[src/rtl/cache_pkg.sv]
// Shared cache geometry, line/word types and the refill FSM state encoding.
// Pure declarations; no timing or flow-control behaviour of its own.
package cache_pkg;
    localparam int CACHE_DATA_WIDTH    = 32;
    localparam int CACHE_ADDRESS_WIDTH = 30;
    localparam int CACHE_BLOCK_SIZE    = 3;
    localparam int WORDS_PER_LINE      = 2**CACHE_BLOCK_SIZE;
    localparam int LINE_WIDTH          = CACHE_DATA_WIDTH*WORDS_PER_LINE;

    typedef logic [CACHE_DATA_WIDTH-1:0]    word_t;
    typedef logic [LINE_WIDTH-1:0]          line_t;
    typedef logic [CACHE_ADDRESS_WIDTH-1:0] word_addr_t;

    typedef enum logic [1:0] {
        IDLE  = 2'd0,
        FETCH = 2'd1,
        DONE  = 2'd2
    } fill_state_t;
endpackage

[src/rtl/line_assembler.sv]
// Line buffer: one registered word slot per index, cleared in one cycle.
// Writes land on the next edge; no backpressure, the caller sequences writes.
module line_assembler #(
    parameter int DATA_WIDTH = 32,
    parameter int BLOCK_SIZE = 3
) (
    input  logic                                 clk,
    input  logic                                 rst,
    input  logic                                 clr_i,
    input  logic                                 wr_en_i,
    input  logic [BLOCK_SIZE-1:0]                wr_idx_i,
    input  logic [DATA_WIDTH-1:0]                wr_data_i,
    output logic [(DATA_WIDTH<<BLOCK_SIZE)-1:0]  line_o
);
    logic [(DATA_WIDTH<<BLOCK_SIZE)-1:0] line_q;

    always_ff @(posedge clk or posedge rst) begin
        if (rst) begin
            line_q <= '0;
        end else if (clr_i) begin
            line_q <= '0;
        end else if (wr_en_i) begin
            line_q[wr_idx_i*DATA_WIDTH +: DATA_WIDTH] <= wr_data_i;
        end
    end

    assign line_o = line_q;
endmodule

[src/rtl/line_fill_unit.sv]
// Refill engine: fetches every word of a missed line with pipelined reads, then pulses fill_valid.
// N+2 cycles from accept at full rate; mem_gnt low holds mem_req/mem_addr, outstanding reads capped.
module line_fill_unit
    import cache_pkg::*;
#(
    parameter int DATA_WIDTH      = 32,
    parameter int ADDRESS_WIDTH   = 30,
    parameter int BLOCK_SIZE      = 3,
    parameter int MAX_OUTSTANDING = 4
) (
    input  logic                                 clk,
    input  logic                                 rst,
    input  logic                                 fill_req,
    input  logic [ADDRESS_WIDTH-1:0]             fill_addr,
    output logic                                 fill_busy,
    output logic                                 fill_valid,
    output logic [(DATA_WIDTH<<BLOCK_SIZE)-1:0]  fill_line,
    output logic [ADDRESS_WIDTH-1:0]             fill_tag_addr,
    output logic                                 mem_req,
    output logic [ADDRESS_WIDTH-1:0]             mem_addr,
    input  logic                                 mem_gnt,
    input  logic                                 mem_rvalid,
    input  logic [DATA_WIDTH-1:0]                mem_rdata
);
    localparam int                     N         = 2**BLOCK_SIZE;
    localparam int                     CW        = BLOCK_SIZE + 1;
    localparam logic [CW-1:0]          N_C       = CW'(N);
    localparam logic [CW-1:0]          LAST_C    = CW'(N - 1);
    localparam logic [CW-1:0]          MAX_OUT_C = CW'(MAX_OUTSTANDING);
    localparam logic [ADDRESS_WIDTH-1:0] OFS_MASK = ADDRESS_WIDTH'(N - 1);

    fill_state_t               state_q, state_d;
    logic [ADDRESS_WIDTH-1:0]  base_q, base_d;
    logic [CW-1:0]             issue_cnt_q, issue_cnt_d;
    logic [CW-1:0]             recv_cnt_q, recv_cnt_d;
    logic [CW-1:0]             outstanding;
    logic                      grant;
    logic                      capture;
    logic                      clr_line;

    assign outstanding = issue_cnt_q - recv_cnt_q;
    assign mem_req     = (state_q == FETCH) && (issue_cnt_q < N_C) && (outstanding < MAX_OUT_C);
    // Base has its offset bits cleared, so OR-ing the index never carries out of the line.
    assign mem_addr    = base_q | ADDRESS_WIDTH'(issue_cnt_q[BLOCK_SIZE-1:0]);
    assign grant       = mem_req && mem_gnt;
    assign capture     = (state_q == FETCH) && mem_rvalid && (recv_cnt_q < issue_cnt_q);

    assign fill_busy     = (state_q != IDLE);
    assign fill_valid    = (state_q == DONE);
    assign fill_tag_addr = base_q;

    always_comb begin
        state_d     = state_q;
        base_d      = base_q;
        issue_cnt_d = issue_cnt_q;
        recv_cnt_d  = recv_cnt_q;
        clr_line    = 1'b0;
        case (state_q)
            IDLE: begin
                if (fill_req) begin
                    state_d     = FETCH;
                    base_d      = fill_addr & ~OFS_MASK;
                    issue_cnt_d = '0;
                    recv_cnt_d  = '0;
                    clr_line    = 1'b1;
                end
            end
            FETCH: begin
                if (grant) begin
                    issue_cnt_d = issue_cnt_q + 1'b1;
                end
                if (capture) begin
                    recv_cnt_d = recv_cnt_q + 1'b1;
                    if (recv_cnt_q == LAST_C) begin
                        state_d = DONE;
                    end
                end
            end
            DONE: begin
                state_d = IDLE;
            end
            default: begin
                state_d = IDLE;
            end
        endcase
    end

    always_ff @(posedge clk or posedge rst) begin
        if (rst) begin
            state_q     <= IDLE;
            base_q      <= '0;
            issue_cnt_q <= '0;
            recv_cnt_q  <= '0;
        end else begin
            state_q     <= state_d;
            base_q      <= base_d;
            issue_cnt_q <= issue_cnt_d;
            recv_cnt_q  <= recv_cnt_d;
        end
    end

    line_assembler #(
        .DATA_WIDTH (DATA_WIDTH),
        .BLOCK_SIZE (BLOCK_SIZE)
    ) u_line_assembler (
        .clk       (clk),
        .rst       (rst),
        .clr_i     (clr_line),
        .wr_en_i   (capture),
        .wr_idx_i  (recv_cnt_q[BLOCK_SIZE-1:0]),
        .wr_data_i (mem_rdata),
        .line_o    (fill_line)
    );

    // Read data with nothing in flight means the memory and this block disagree on ordering.
    assert property (@(posedge clk) disable iff (rst)
        (state_q == FETCH && mem_rvalid) |-> (recv_cnt_q < issue_cnt_q))
        else $error("line_fill_unit: mem_rvalid with no outstanding request");
endmodule

[config.mk]
export PLATFORM = sky130hd
export DESIGN_NAME = line_fill_unit
export DESIGN_NICKNAME = d
export VERILOG_FILES = /design/src/rtl/cache_pkg.sv /design/src/rtl/line_assembler.sv /design/src/rtl/line_fill_unit.sv
export SDC_FILE = /design/constraint.sdc
export NUM_CORES = 1
export LEC_CHECK = 0
export ABC_AREA = 1
export CAP_MARGIN = 15
export CORE_MARGIN = 5
export CORE_UTILIZATION = 48
export CTS_CLUSTER_SIZE = 20
export DETAILED_ROUTE_END_ITERATION = 12
export PLACE_DENSITY = 0.84
export SLEW_MARGIN = 5
export SYNTH_ARGS = -nofsm -noshare
export SYNTH_HDL_FRONTEND = slang
export SYNTH_HIERARCHICAL = 1
export SYNTH_SLANG_ARGS = --single-unit
[constraint.sdc]
create_clock -name clk -period 11.5 [get_ports clk]
set_input_delay 2.3 -clock clk [delete_from_list [all_inputs] [get_ports clk]]
set_output_delay 2.3 -clock clk [all_outputs]
set_load 0.02 [all_outputs]
==> results of run 1 <==
-- metal layers --
layer / vias up / routed length, microns
met5: - / 0
met4: 0 / 2529
met3: 173 / 5356
met2: 859 / 21930
met1: 6081 / 17690
li1: 5562 / -
-- power groups by stage --
stage	sequential [mW]	combinational (mW)	clock (mW)
2_1_floorplan	2.00	0.993	0
3_3_place_gp	1.62	2.39	0
3_5_place_dp	1.63	2.44	0
4_1_cts	1.62	2.46	1.08
5_1_grt	1.67	2.64	1.12
6_report	1.63	2.48	1.06
-- kinds of logic after synthesis --
family	share of synthesized area, %
and+or+nand+nor	30.95
DFF	55.94
buffers and inverters	7.885
AOI/OAI and AO/OA	4.143
adders and majority gates	0.8591
xor gates and xnor gates	0.2005
other	0.02861
-- final cells by class --
type	count	area [sq um]	share of cell area, %
clock buffer	42	867.1	4.855
sequential	293	7332	41.05
clock inverter	12	210.2	1.177
inverter	79	311.5	1.744
timing repair buffer	393	3939	22.05
tap	341	426.7	2.389
antenna	1	2.502	0.01401
multi-input combinational	1035	4772	26.72
-- how the worst max path moves through the flow --
stage,startpoint,end
6_report,mem_rvalid,u_line_assembler/line_o[92]
5_1_grt,mem_rvalid,u_line_assembler/line_o[145]
4_1_cts,recv_cnt_q[1],mem_req
3_5_place_dp,mem_rvalid,u_line_assembler/line_o[92]
3_3_place_gp,mem_rvalid,u_line_assembler/line_o[131]
2_1_floorplan,rst,u_line_assembler/line_o[0]
-- tightest hold or removal path, delay by kind of cell (launching register included) --
| kind | cells | cell delay [ns] |
|---|---|---|
| AND/OR/NAND/NOR | 2 | 0.10 |
| flip-flops | 1 | 0.34 |
-- sequential cells by signal, indices dropped and copies added (netlist names) --
name	count
issue_cnt_q	4
recv_cnt_q	4
state_q	2
fill_tag_addr	27
u_line_assembler/line_o	256
-- Yosys cell counts (9+ instances only) --
| cell | n | area (sq um) |
|---|---|---|
| clkbuf_1 | 35 | 131.4 |
| nor2_2 | 9 | 56.30 |
| inv_1 | 69 | 259.0 |
| nand4_1 | 25 | 156.4 |
| buf_2 | 38 | 190.2 |
| nand3_1 | 303 | 1516 |
| nand2_1 | 481 | 1805 |
| o21ai_0 | 33 | 165.2 |
| buf_4 | 44 | 330.3 |
| nor2_1 | 49 | 183.9 |
| dfrtp_1 | 293 | 7332 |
| o21ai_1 | 67 | 335.3 |
| nor3_1 | 30 | 150.1 |
| ha_1 | 9 | 112.6 |
| buf_1 | 19 | 71.32 |
-- per-stage QoR --
step / utilization, % / hold slack, ns / area, sq um / worst slack [ns]
after global placement: 62.06 / 0.4558 / 16730 / 6.156
after floorplan: - / 0.4812 / 13120 / 2.158
final: 66.27 / 0.4699 / 17860 / 6.576
after CTS: 66.06 / 0.4732 / 17800 / 6.592
after detailed placement: 62.06 / 0.4573 / 16730 / 6.064
after global routing: 66.27 / 0.4912 / 17860 / 6.322
==> summary.md, run 1 <==
| Metric | Value |
|---|---|
| Routability congestion estimate | 0.9582 |
| DRT Wirelength | around 48 mm |
| Initial antenna violation count | 1 |
| Leakage dissipation | 8.683 nW |
| Status | finished clean |
| DRT antenna net count | 0 |
| GR Util met2 | roughly 48% |
| Die W | 175.3 microns |
| Clock Path Buffers | 3 |
| GR met3 Demand/Resource | 7.964% |
| Final min period | 4.924 ns |
| CTS Buf Count | 30 |
| Internal | 3.000 mW |
| DR vias | ~13k |
| Syn avg cell area | 8.500 sq um |
| Max Freq | between 200 and 250 MHz |
| Met1 Use GR | 38.01% |
| Crit-path slowest cell | nor2_4 |
| Crit path buf inv count | 3 |
| Crit path top cell by count | nand2_1 |
| Worst r2r path cells | 11 |
| Critical path arrival | 5.36 ns |
| Grt ovf | 0 |
| Hold Crit Depth | 2 |
| Slew @ Worst Pin | 1.150 ns |
| Hold Fails Final Rpt | 0 |
| Num rows | 60 |
| Hold EP | u_line_assembler/line_o[65] |
| Synth Warn # | 6 |
| Vias per Instance | 5.772 |
| Final setup fails | 0 |
| CP endpoint kind | flop |
| Clk root buf | clkbuf_16 |
| Total power | 5.176 mW |
| Drc violations | 0 |
| Asr flop ratio synth | 100.0% |
| Mapped Area | 13110 sq um |
| Worst-path clk slew | 0.06 ns |
| Clock power share | 20.5% |
| Die Ht | 175.3 microns |
| Power Dens Cells | ~290 nW/um^2 |
| Ys flop type | dfrtp_1 |
| Part of the power in registers | a little under a third |
| Post-CTS Resized | 0 |
| H-tree levels | 1 |
| Max Cap Violations | 0 |
| GR Util All Layers | ~30% |
| CP peak stage delay | 0.85 ns |
| Wirelength per Cell | 21.63 microns |
| DP HPWL | 32.61 mm |
| Post-synth EDFFs | 0 |
| Leading cell type in the layout, fill and taps excluded | nand2_1 |
| Vias in the first global route | 12.55k |
| R2r setup slk | between 7 and 8 ns |
| Switching part of the total | 42.03% |
| Placeable Area | 26950 sq um |
| RSZ-0062 raised after global routing | false |
| Setup CP Type | in2reg |
| Fin Clk Skew | 0.01750 ns |
| Final Cycle Share | 42.82% |
| Reg2reg end | u_line_assembler/line_o[97] |
| Post-synth cell types | 34 |
| Initial core utilization | 48.64% |
| Worst-path fanout max | 33 |
| Layout cells sized above 1 | under 10% |
| Global-route wire length before repair | 72.65 mm |
| Initial DRC Count | about 1.4k |
| Largest net degree at the start of global routing | 124 |
| Psw | 2.175 mW |
| Critical path depth | 11 |
| Drt pass-1 iters | 6 |
| TritonCTS clock tree | done |
| Worst EP required | 11.93 ns |
| Hold-fix buffers at CTS | 0 |
| I/O Pins | 386 |
| Max_slew headroom | a little under a quarter |
| Post-Syn Instances | 1542 |
| #FFs+latches synth | 293 |
| Most frequent cells in the layout | nand2_1 (481), clkdlybuf4s50_1 (379), nand3_1 (302) |
| Crit path launch type | input pin |
| Pins Over Slew Limit | 0 |
| Area added between synthesis and finish | 36.26% |
| Worst r2r src | recv_cnt_q[0] |
| Combinational Power Share | 48.0% |
| Worst-Skew Late Latency | 0.56 ns |
| Min-Delay Path Class | reg2reg |
| Hold path start | u_line_assembler/line_o[65] |
| Placed insts | between 2k and 2.5k |
| Fill count | 2040 |
| Port Buffers | 379 |
| Sequential-to-total area share from yosys stat | ~56% |
| Setup TNS | 0 ns |
| GRT Max-Usage Layer | met2 |
| Max IR drop VDD | between 0.15 and 0.2 mV |
| CTS sink count | 293 |
| Final nets | ~1.9k |
| Largest delay contributor family on the critical path | simple AND/OR/NAND/NOR gates |
| Non-Filler Instances | 2196 |
| Crit path cell chain | clkdlybuf4s50_1 > nand2_1 > nor2_2 > nand2_2 > inv_1 > nand3_1 > nor2_4 > nor2_2 > buf_4 > nand2_1 > nand2_1 |
| Setup Buffers After CTS | 0 |
| Die area | just over 30000 sq um |
No activity file was read; power rests on OpenSTA's default activity.
==> run 2, diff against run 1 <==
- CORE_UTILIZATION: 48 -> 43
- PLACE_DENSITY: 0.84 -> 0.8
- clock period: 11.5 -> 4.3 ns (I/O delays scaled with it)
==> summary.md, run 2 (same netlist as run 1, synthesis figures left out) <==
| Metric | Value |
|---|---|
| Max Cap Violations | 0 |
| Placed insts | 2210 |
| Initial DRC Count | 1394 |
| Max_slew headroom | a little under a fifth |
| I/O Pins | 386 |
| Worst EP required | 4.67 ns |
| Initial antenna violation count | 2 |
| Pins Over Slew Limit | 0 |
| Post-CTS Resized | 0 |
| Hold-fix buffers at CTS | 0 |
| Global-route wire length before repair | approximately 73 mm |
| Layout cells sized above 1 | 6.310% |
| Final min period | 3.447 ns |
| GR Util All Layers | between 20% and 30% |
| Critical path depth | 6 |
| Clock Path Buffers | 3 |
| Port Buffers | 379 |
| Power Dens Cells | 765.5 nW/um^2 |
| CTS Buf Count | 30 |
| Vias in the first global route | 12.42k |
| Largest register FFs | 256 |
| Hold Fails Final Rpt | 0 |
| Finished Core Util | roughly 60% |
| RSZ-0062 raised after global routing | false |
| Crit path cell chain | inv_2 > ha_1 > ha_1 > inv_2 > nand2_1 > o21ai_0 |
| Initial core utilization | 43.19% |
| Worst-Skew Late Latency | around 0.58 ns |
| Routability congestion estimate | around 0.96 |
| Num rows | 64 |
| DP HPWL | 34.48 mm |
| Critical path arrival | about 3.8 ns |
| Grt ovf | 0 |
| Crit-path slowest cell | nand2_1 |
| Drc violations | 0 |
| Final Cycle Share | 80.17% |
| Leakage dissipation | 8.711 nW |
| Status | finished clean |
| Leading cell type in the layout, fill and taps excluded | nand2_1 |
| Max Freq | 290.1 MHz |
| Non-Filler Instances | ~2.3k |
| Crit path buf inv count | 2 |
| Clk root buf | clkbuf_16 |
| Drt pass-1 iters | 6 |
| CP endpoint kind | flop |
| Fill count | 2572 |
| DRT Wirelength | 48.39 mm |
| Largest net degree at the start of global routing | 80 |
| Largest delay contributor family on the critical path | adder cells |
| Placeable Area | between 30000 and 40000 sq um |
| Most frequent cells in the layout | nand2_1 (481), clkdlybuf4s50_1 (379), nand3_1 (302) |
| TritonCTS clock tree | done |
| Worst r2r path cells | 6 |
| Final setup fails | 0 |
| Fin Clk Skew | 0.03266 ns |
| DRT antenna net count | 0 |
| Slew @ Worst Pin | between 1 and 1.5 ns |
| Die W | 184.6 microns |
| Area added between synthesis and finish | 37.08% |
| Crit path launch type | flop |
| Worst-path fanout max | 32 |
| CP peak stage delay | 0.95 ns |
| Worst-path clk slew | 0.06 ns |
| Setup TNS | 0 ns |
| Final nets | 1922 |
| Hold Crit Depth | 2 |
| Die Ht | 184.6 microns |
| Min-Delay Path Class | reg2reg |
| Minimum hold slack | 0.4723 ns |
| Vias per Instance | 5.502 |
| Wirelength per Cell | 21.33 microns |
| CTS sink count | between 200 and 300 |
| Die area | 34080 sq um |
| H-tree levels | 1 |
| Setup CP Type | reg2reg |
| Setup Buffers After CTS | 0 |
| DR vias | approximately 12k |
| Max IR drop VDD | 0.4689 mV |
-- run 2: cell count changes in the layout (fill, tap and decap cells not counted), moves of 2 or more --
cell,before,now
buf_12,0,2
buf_16,2,0
buf_4,12,26
bufinv_16,6,4
clkinv_2,6,9
clkinvlp_4,0,3
diode_2,1,3
-- run 2: worst paths after layout --
check	endpoint	slack (ns)	startpoint
max in group asynchronous	u_line_assembler/line_o[40]	2.43	rst
max reg2reg	u_line_assembler/line_o[190]	0.85	recv_cnt_q[0]
min	u_line_assembler/line_o[75]	0.47	u_line_assembler/line_o[75]
min in group asynchronous	fill_tag_addr[25]	0.77	rst
min reg2reg	u_line_assembler/line_o[75]	0.47	u_line_assembler/line_o[75]
max	u_line_assembler/line_o[190]	0.85	recv_cnt_q[0]
-- run 2: stage by stage --
step                power, mW  cell area [sq um]  setup WS, ns
floorplan               8.006              13120       0.06838
global placement        10.84              16930        0.9113
detailed placement      11.00              16930        0.8496
CTS                     13.79              17960        0.8341
global route            14.48              17970        0.7483
finish                  13.75              17970        0.8528
-- run 2: worst min-delay path, stage by stage, from the launching register on --
cell and delay (ns):
dfrtp_1 0.34, nand2_1 0.05, nand2_1 0.05
-- run 2: layer usage --
| metal | routed length (microns) | vias to the layer above | global-route usage (%) |
|---|---|---|---|
| li1 | - | 5605 | - |
| met5 | 0 | - | 0 |
| met3 | 5246 | 117 | 6.434 |
| met1 | 18460 | 6002 | 36.67 |
| met2 | 22750 | 761 | 44.78 |
| met4 | 1931 | 0 | 9.849 |
-- run 2: final cells by class --
cell class                 instances  area, sq um  share of cell area [%]
sequential                       293         7332                   40.80
multi-input combinational       1035         4767                   26.53
timing repair buffer             407         4029                   22.42
clock buffer                      39        824.5                   4.589
tap                              396        495.5                   2.757
inverter                          79        307.8                   1.713
clock inverter                    17        205.2                   1.142
antenna                            3        7.507                 0.04178
-- run 2: power by group --
part,leakage (nW),switching (mW),internal (mW)
Combinational,4.24,4.08,2.58
Clock,0.508,1.14,1.59
Sequential,3.96,0.667,3.69
==> run 3, diff against run 2 <==
- clock period: 4.3 -> 3 ns (I/O delays scaled with it)
==> summary.md, run 3 (same netlist as run 1, synthesis figures left out) <==
| Metric | Value |
|---|---|
| Leakage dissipation | 8.764 nW |
| Clk root buf | clkbuf_16 |
| Hold Fails Final Rpt | 0 |
| Die W | 184.6 microns |
| Most frequent cells in the layout | nand2_1 (481), clkdlybuf4s50_1 (378), nand3_1 (302) |
| Largest net degree at the start of global routing | 79 |
| CTS Buf Count | 30 |
| Grt ovf | 0 |
| Leading cell type in the layout, fill and taps excluded | nand2_1 |
| Drt pass-1 iters | 5 |
| Crit path launch type | flop |
| Final Cycle Share | 95.92% |
| Worst-path fanout max | 4 |
| Critical path arrival | 2.28 ns |
| Final min period | 2.878 ns |
| DRT Wirelength | 48.21 mm |
| Initial DRC Count | 1370 |
| Initial core utilization | 43.19% |
| DRT antenna net count | 0 |
| Max Cap Violations | 0 |
| Area added between synthesis and finish | 37.70% |
| Vias per Instance | 5.519 |
| CTS sink count | 293 |
| H-tree levels | 1 |
| Status | finished clean |
| Largest register FFs | 256 |
| DR vias | 12.61k |
| Die Ht | 184.6 microns |
| Wirelength per Cell | 21.11 microns |
| Final setup fails | 0 |
| Slew @ Worst Pin | 0.8708 ns |
| Placeable Area | roughly 30000 sq um |
| Worst r2r src | recv_cnt_q[3] |
| Initial antenna violation count | 1 |
| Placement Cell Area | roughly 17000 sq um |
| Global-route wire length before repair | 72.71 mm |
| Setup CP Type | reg2out |
| Minimum hold slack | approximately 0.43 ns |
| Worst-path clk slew | 0.06 ns |
| Pins Over Slew Limit | 0 |
| R2r setup slk | between 0.2 and 0.25 ns |
| Worst r2r path cells | 13 |
| Min-Delay Path Class | in2async |
| Port Buffers | 379 |
| Fin Clk Skew | roughly 0.036 ns |
| Clock Path Buffers | 3 |
| GR Util All Layers | 27.43% |
| Worst EP required | 2.40 ns |
| Hold-fix buffers at CTS | 0 |
| Reg2reg end | u_line_assembler/line_o[231] |
| Worst-Skew Late Latency | 0.57 ns |
| Routability congestion estimate | 1.004 |
| Die area | about 34000 sq um |
| DP HPWL | 34.88 mm |
| RSZ-0062 raised after global routing | false |
| Max Freq | 347.5 MHz |
| Vias in the first global route | about 12k |
| TritonCTS clock tree | done |
| Power Dens Cells | 1082 nW/um^2 |
| Max_slew headroom | 41.73% |
| Drc violations | 0 |
| I/O Pins | 386 |
| Max IR drop VDD | 0.6361 mV |
| Final Cell Area | roughly 18000 sq um |
| Layout cells sized above 1 | between 6 and 7% |
| Final nets | a little under 2k |
| CP endpoint kind | primary output |
| Num rows | 64 |
-- run 3: cell types whose count changed in the layout (fill, tap and decap cells not counted) --
cell and change:
buf_4 +14, clkbuf_1 +4, buf_12 +3, bufinv_16 -3, diode_2 -2, clkdlybuf4s50_1 -1
dlygate4sd2_1 +1, inv_6 -1, nor2_2 -1, nor2_4 +1
-- run 3: worst max path at each step --
stage,slack [ns],endpoint,cells after the start,start
floorplan,-0.97,u_line_assembler/line_o[0],1,rst
global placement,0.16,u_line_assembler/line_o[57],12,mem_rvalid
detailed placement,0.13,u_line_assembler/line_o[60],12,mem_rvalid
CTS,0.13,u_line_assembler/line_o[92],14,recv_cnt_q[3]
global route,0.003,u_line_assembler/line_o[231],13,recv_cnt_q[3]
finish,0.12,mem_req,8,recv_cnt_q[3]
-- run 3: worst max-delay path, stage by stage (launching register included) --
cell and delay (ns):
dfrtp_1 0.39, inv_1 0.09, ha_1 0.33, inv_1 0.09, nand2_1 0.06, nand2_1 0.06
nand3_1 0.14, a21boi_4 0.21, dlygate4sd2_1 0.36
-- run 3: power by group --
group,internal [mW],switching (mW),leakage (nW)
Sequential,5.29,0.967,3.96
Clock,2.03,1.57,0.466
Combinational,3.81,5.86,4.33
Total,11.1,8.40,8.76
-- run 3: area by class of cell --
type	instances	area (sq um)
Clock buffer	43	839.6
Clock inverter	13	106.4
Antenna cell	1	2.502
Fill cell	2556	12300
Timing Repair Buffer	424	4193
Multi-Input combinational cell	1035	4772
Sequential cell	293	7332
Tap cell	396	495.5
Inverter	79	307.8
-- run 3: through the flow --
step	total power [mW]	instances	util (%)	TNS, ns	setup slack [ns]
final	19.53	2284	59.47	0	0.1223
after global routing	20.53	2284	59.47	0	0.003028
after CTS	19.49	2281	59.31	0	0.1250
after detailed placement	15.84	2225	56.20	0	0.1328
after global placement	15.62	2225	56.20	0	0.1596
after floorplan	11.48	1544	-	-248.74	-0.9716
-- run 3: timing repair --
| action | in CTS | in global routing |
|---|---|---|
| buffers inserted | 0 | 2 |
| gates resized for setup | 1 | 1 |
| endpoints found under the setup margin | 1 | 16 |
| pin swaps | 0 | 2 |
| gates cloned | 0 | 0 |
-- run 3: metal layers --
layer / track usage (%) / share of wire (%) / vias to the layer above
li1: - / - / 5626
met3: 7.717 / 12 / 123
met4: 10.06 / 4.3 / 0
met5: 0 / 0 / -
met2: 44.28 / 47 / 785
met1: 35.54 / 37 / 6071
==> RTL change: new RTL, flow settings as in run 3 <==
Encoding of `fill_state_t`: now one-hot (3 bits for 3 states).
--- a/src/rtl/cache_pkg.sv
+++ b/src/rtl/cache_pkg.sv
@@ -12,8 +12,8 @@
     typedef logic [CACHE_ADDRESS_WIDTH-1:0] word_addr_t;
 
-    typedef enum logic [1:0] {
-        IDLE  = 2'd0,
-        FETCH = 2'd1,
-        DONE  = 2'd2
+    typedef enum logic [2:0] {
+        IDLE  = 3'b001,
+        FETCH = 3'b010,
+        DONE  = 3'b100
     } fill_state_t;
 endpackage
Function: same outputs for any inputs over 4 cycles, from zero or initial values and one cycle with rst high; so few cycles prove little.
==> RTL change against run 3 <==
- setup slack gained 0.075 ns
- routed wire length is 0.65% lower
- critical path type is now flop to flop
- area after synthesis grew 0.72%
- clock skew decreased by 0.018 ns
- non-clock buffer count is 8 lower
- hold slack worse by 0.038 ns
- sequential cell count is 1 higher
- via count is 0.50% lower
- cell area is 0.95% higher
- critical endpoint is now u_line_assembler/line_o[100]$_DFFE_PP0P_
Power is not compared: it rests on default switching activity, and its combinational part moved more than twofold at a synthesized area within 25%.
==> RTL change: results (changes against run 3) <==
Placement
  – Cells after DPL: 2238 (was 2225)
  – Pre-CTS setup slack: 0.108 ns (was 0.133 ns)
  – GPL Wtd Cong: 0.935 (was 1.00)
  – Dpl hpwl: 34900 µm (about the same)
  – Placed instance area: 0.0172 mm² (was 0.0171 mm²)
  – IO Port Bufs: 379 (unchanged)

Setup path
  – Worst path slowest cell: dfrtp_1 (unchanged)
  – Worst path max stage delay: 0.47 ns (was 0.39 ns)
  – CP Max Fanout: 18 (was 4)
  – Crit end category: flop (was output port)

Synth
  – Post-synth cell types: 36 (was 34)
  – Ys async rst share: 1.00 (unchanged)
  – Most frequent cells after synthesis: nand2_1 (485), nand3_1 (306), dfrtp_1 (293) (was nand2_1 (481), nand3_1 (303), dfrtp_1 (293))
  – Synth area leaders: dfrtp_1 (56%), nand2_1 (14%), nand3_1 (12%) (unchanged)
  – Flops & latches, synth: 294 (was 293)
  – Warnings, synthesis: 6 (unchanged)
  – Seq/Total Area, Yosys: 0.557 (was 0.559)
  – Syn Area/Cell: 8.46 µm² (was 8.50 µm²)

Clocking
  – Cts repair resizes: 4 (was 1)
  – Clock Latency Late Sink: 0.56 ns
  – Num CTS Buffers: 31 (was 30)
  – Clk buf depth: 3 (unchanged)

Layout
  – Non-clk invs: 83 (was 79)
  – Layout cells sized above 1: 0.0717 (was 0.0694)
  – Data buffer area share: 0.227 (was 0.232)
  – Nonclk buf count: 416 (was 424)
  – ClkCell Share: 0.0581 (was 0.0524)
  – Ant diodes: 0 (was 1)
  – Multi-input combinational area share: 0.265 (was 0.264)
  – Fraction of area in registers: 0.404 (was 0.406)
  – Final core utilization: 0.599 (was 0.595)
  – # nets final: 1951 (was 1939)
  – Count of multi-input gates: 1049 (was 1035)
  – Fill cells: 2597 (was 2556)
  – CLK BUF: 42 (was 43)

Min path
  – Hold/Removal Path Class: primary input to async pin (unchanged)

Routing
  – DR WL/cell: 20.9 µm (was 21.1 µm)
  – Drt pass-1 iters: 5 (unchanged)
  – Initial detailed-routing violation count: 1272 (was 1370)
  – Total number of vias: 12.5k (was 12.6k)
  – Via-per-instance ratio: 5.47 (was 5.52)

Timing
  – Least-Margin Pin Slew: 0.840 ns (was 0.871 ns)
  – Worst Skew: 0.0183 ns (was 0.0362 ns)
  – Worst setup margin: 0.198 ns (was 0.122 ns)
  – Hold slack: 0.395 ns (was 0.433 ns)

Power
  – Clock Power: 3.97 mW
  – Max VDD drop: roughly 0.66 mV
  – Total power: approximately 13 mW
  – Pint: 8.18 mW

GRT
  – Initial antenna violation count: 0 (was 1)
  – First-pass GRT wire length: 72600 µm (was 72700 µm)
  – Largest net degree at the start of global routing: 93 (was 79)
  – Number of global-route vias before repair: 12.5k (was 12.4k)
  – Gr usage total: 0.273 (was 0.274)

Outcome
  – Status: completed (unchanged)
## RTL change: changes by cell type after synthesis, moves of 3 or more
cell / before / now
buf_1: 19 / 23
buf_4: 44 / 41
inv_1: 69 / 72
nand2_1: 481 / 485
nand3_1: 303 / 306
nor2_2: 9 / 6
nor3_1: 30 / 33
o21ai_2: 0 / 4
## RTL change: kinds of logic (layout without fill, tap and decap cells)
kind of cell             after synthesis  count (layout)  synth area share
other                                  1               3          0.000284
XOR/XNOR                               1               1          0.000664
flip-flops                           294             294             0.557
AND/OR/NAND/NOR                      928             928             0.312
adder cells (fa/ha/maj)                9               9           0.00853
buffers and inverters                219             554            0.0782
AO/OA/AOI/OAI                        108             108            0.0426
## RTL change: metal layers
metal	global-route usage	wire length [µm]
met3	0.0850	5830
met4	0.132	2610
met1	0.342	17500
met2	0.430	22000
met5	0	0
## RTL change: path summary, 6_finish.rpt
path | from | end | cells after the start
hold / removal | rst | u_line_assembler/line_o[204]$_DFFE_PP0P_ | 2
hold reg to reg | u_line_assembler/line_o[73]$_DFFE_PP0P_ | u_line_assembler/line_o[73]$_DFFE_PP0P_ | 2
setup reg to reg | recv_cnt_q[1]$_DFFE_PP0P_ | u_line_assembler/line_o[100]$_DFFE_PP0P_ | 13
max in group asynchronous | rst | u_line_assembler/line_o[40]$_DFFE_PP0P_ | 3
min in group clk | u_line_assembler/line_o[73]$_DFFE_PP0P_ | u_line_assembler/line_o[73]$_DFFE_PP0P_ | 2
setup / recovery | recv_cnt_q[1]$_DFFE_PP0P_ | u_line_assembler/line_o[100]$_DFFE_PP0P_ | 13
## RTL change: worst max-delay path: cells and delay by family, from the launching register on
family / cells / cell delay (ns)
and+or+nand+nor: 8 / 1.07
DFF: 1 / 0.47
buffers and inverters: 4 / 0.82
adders and majority gates: 1 / 0.31
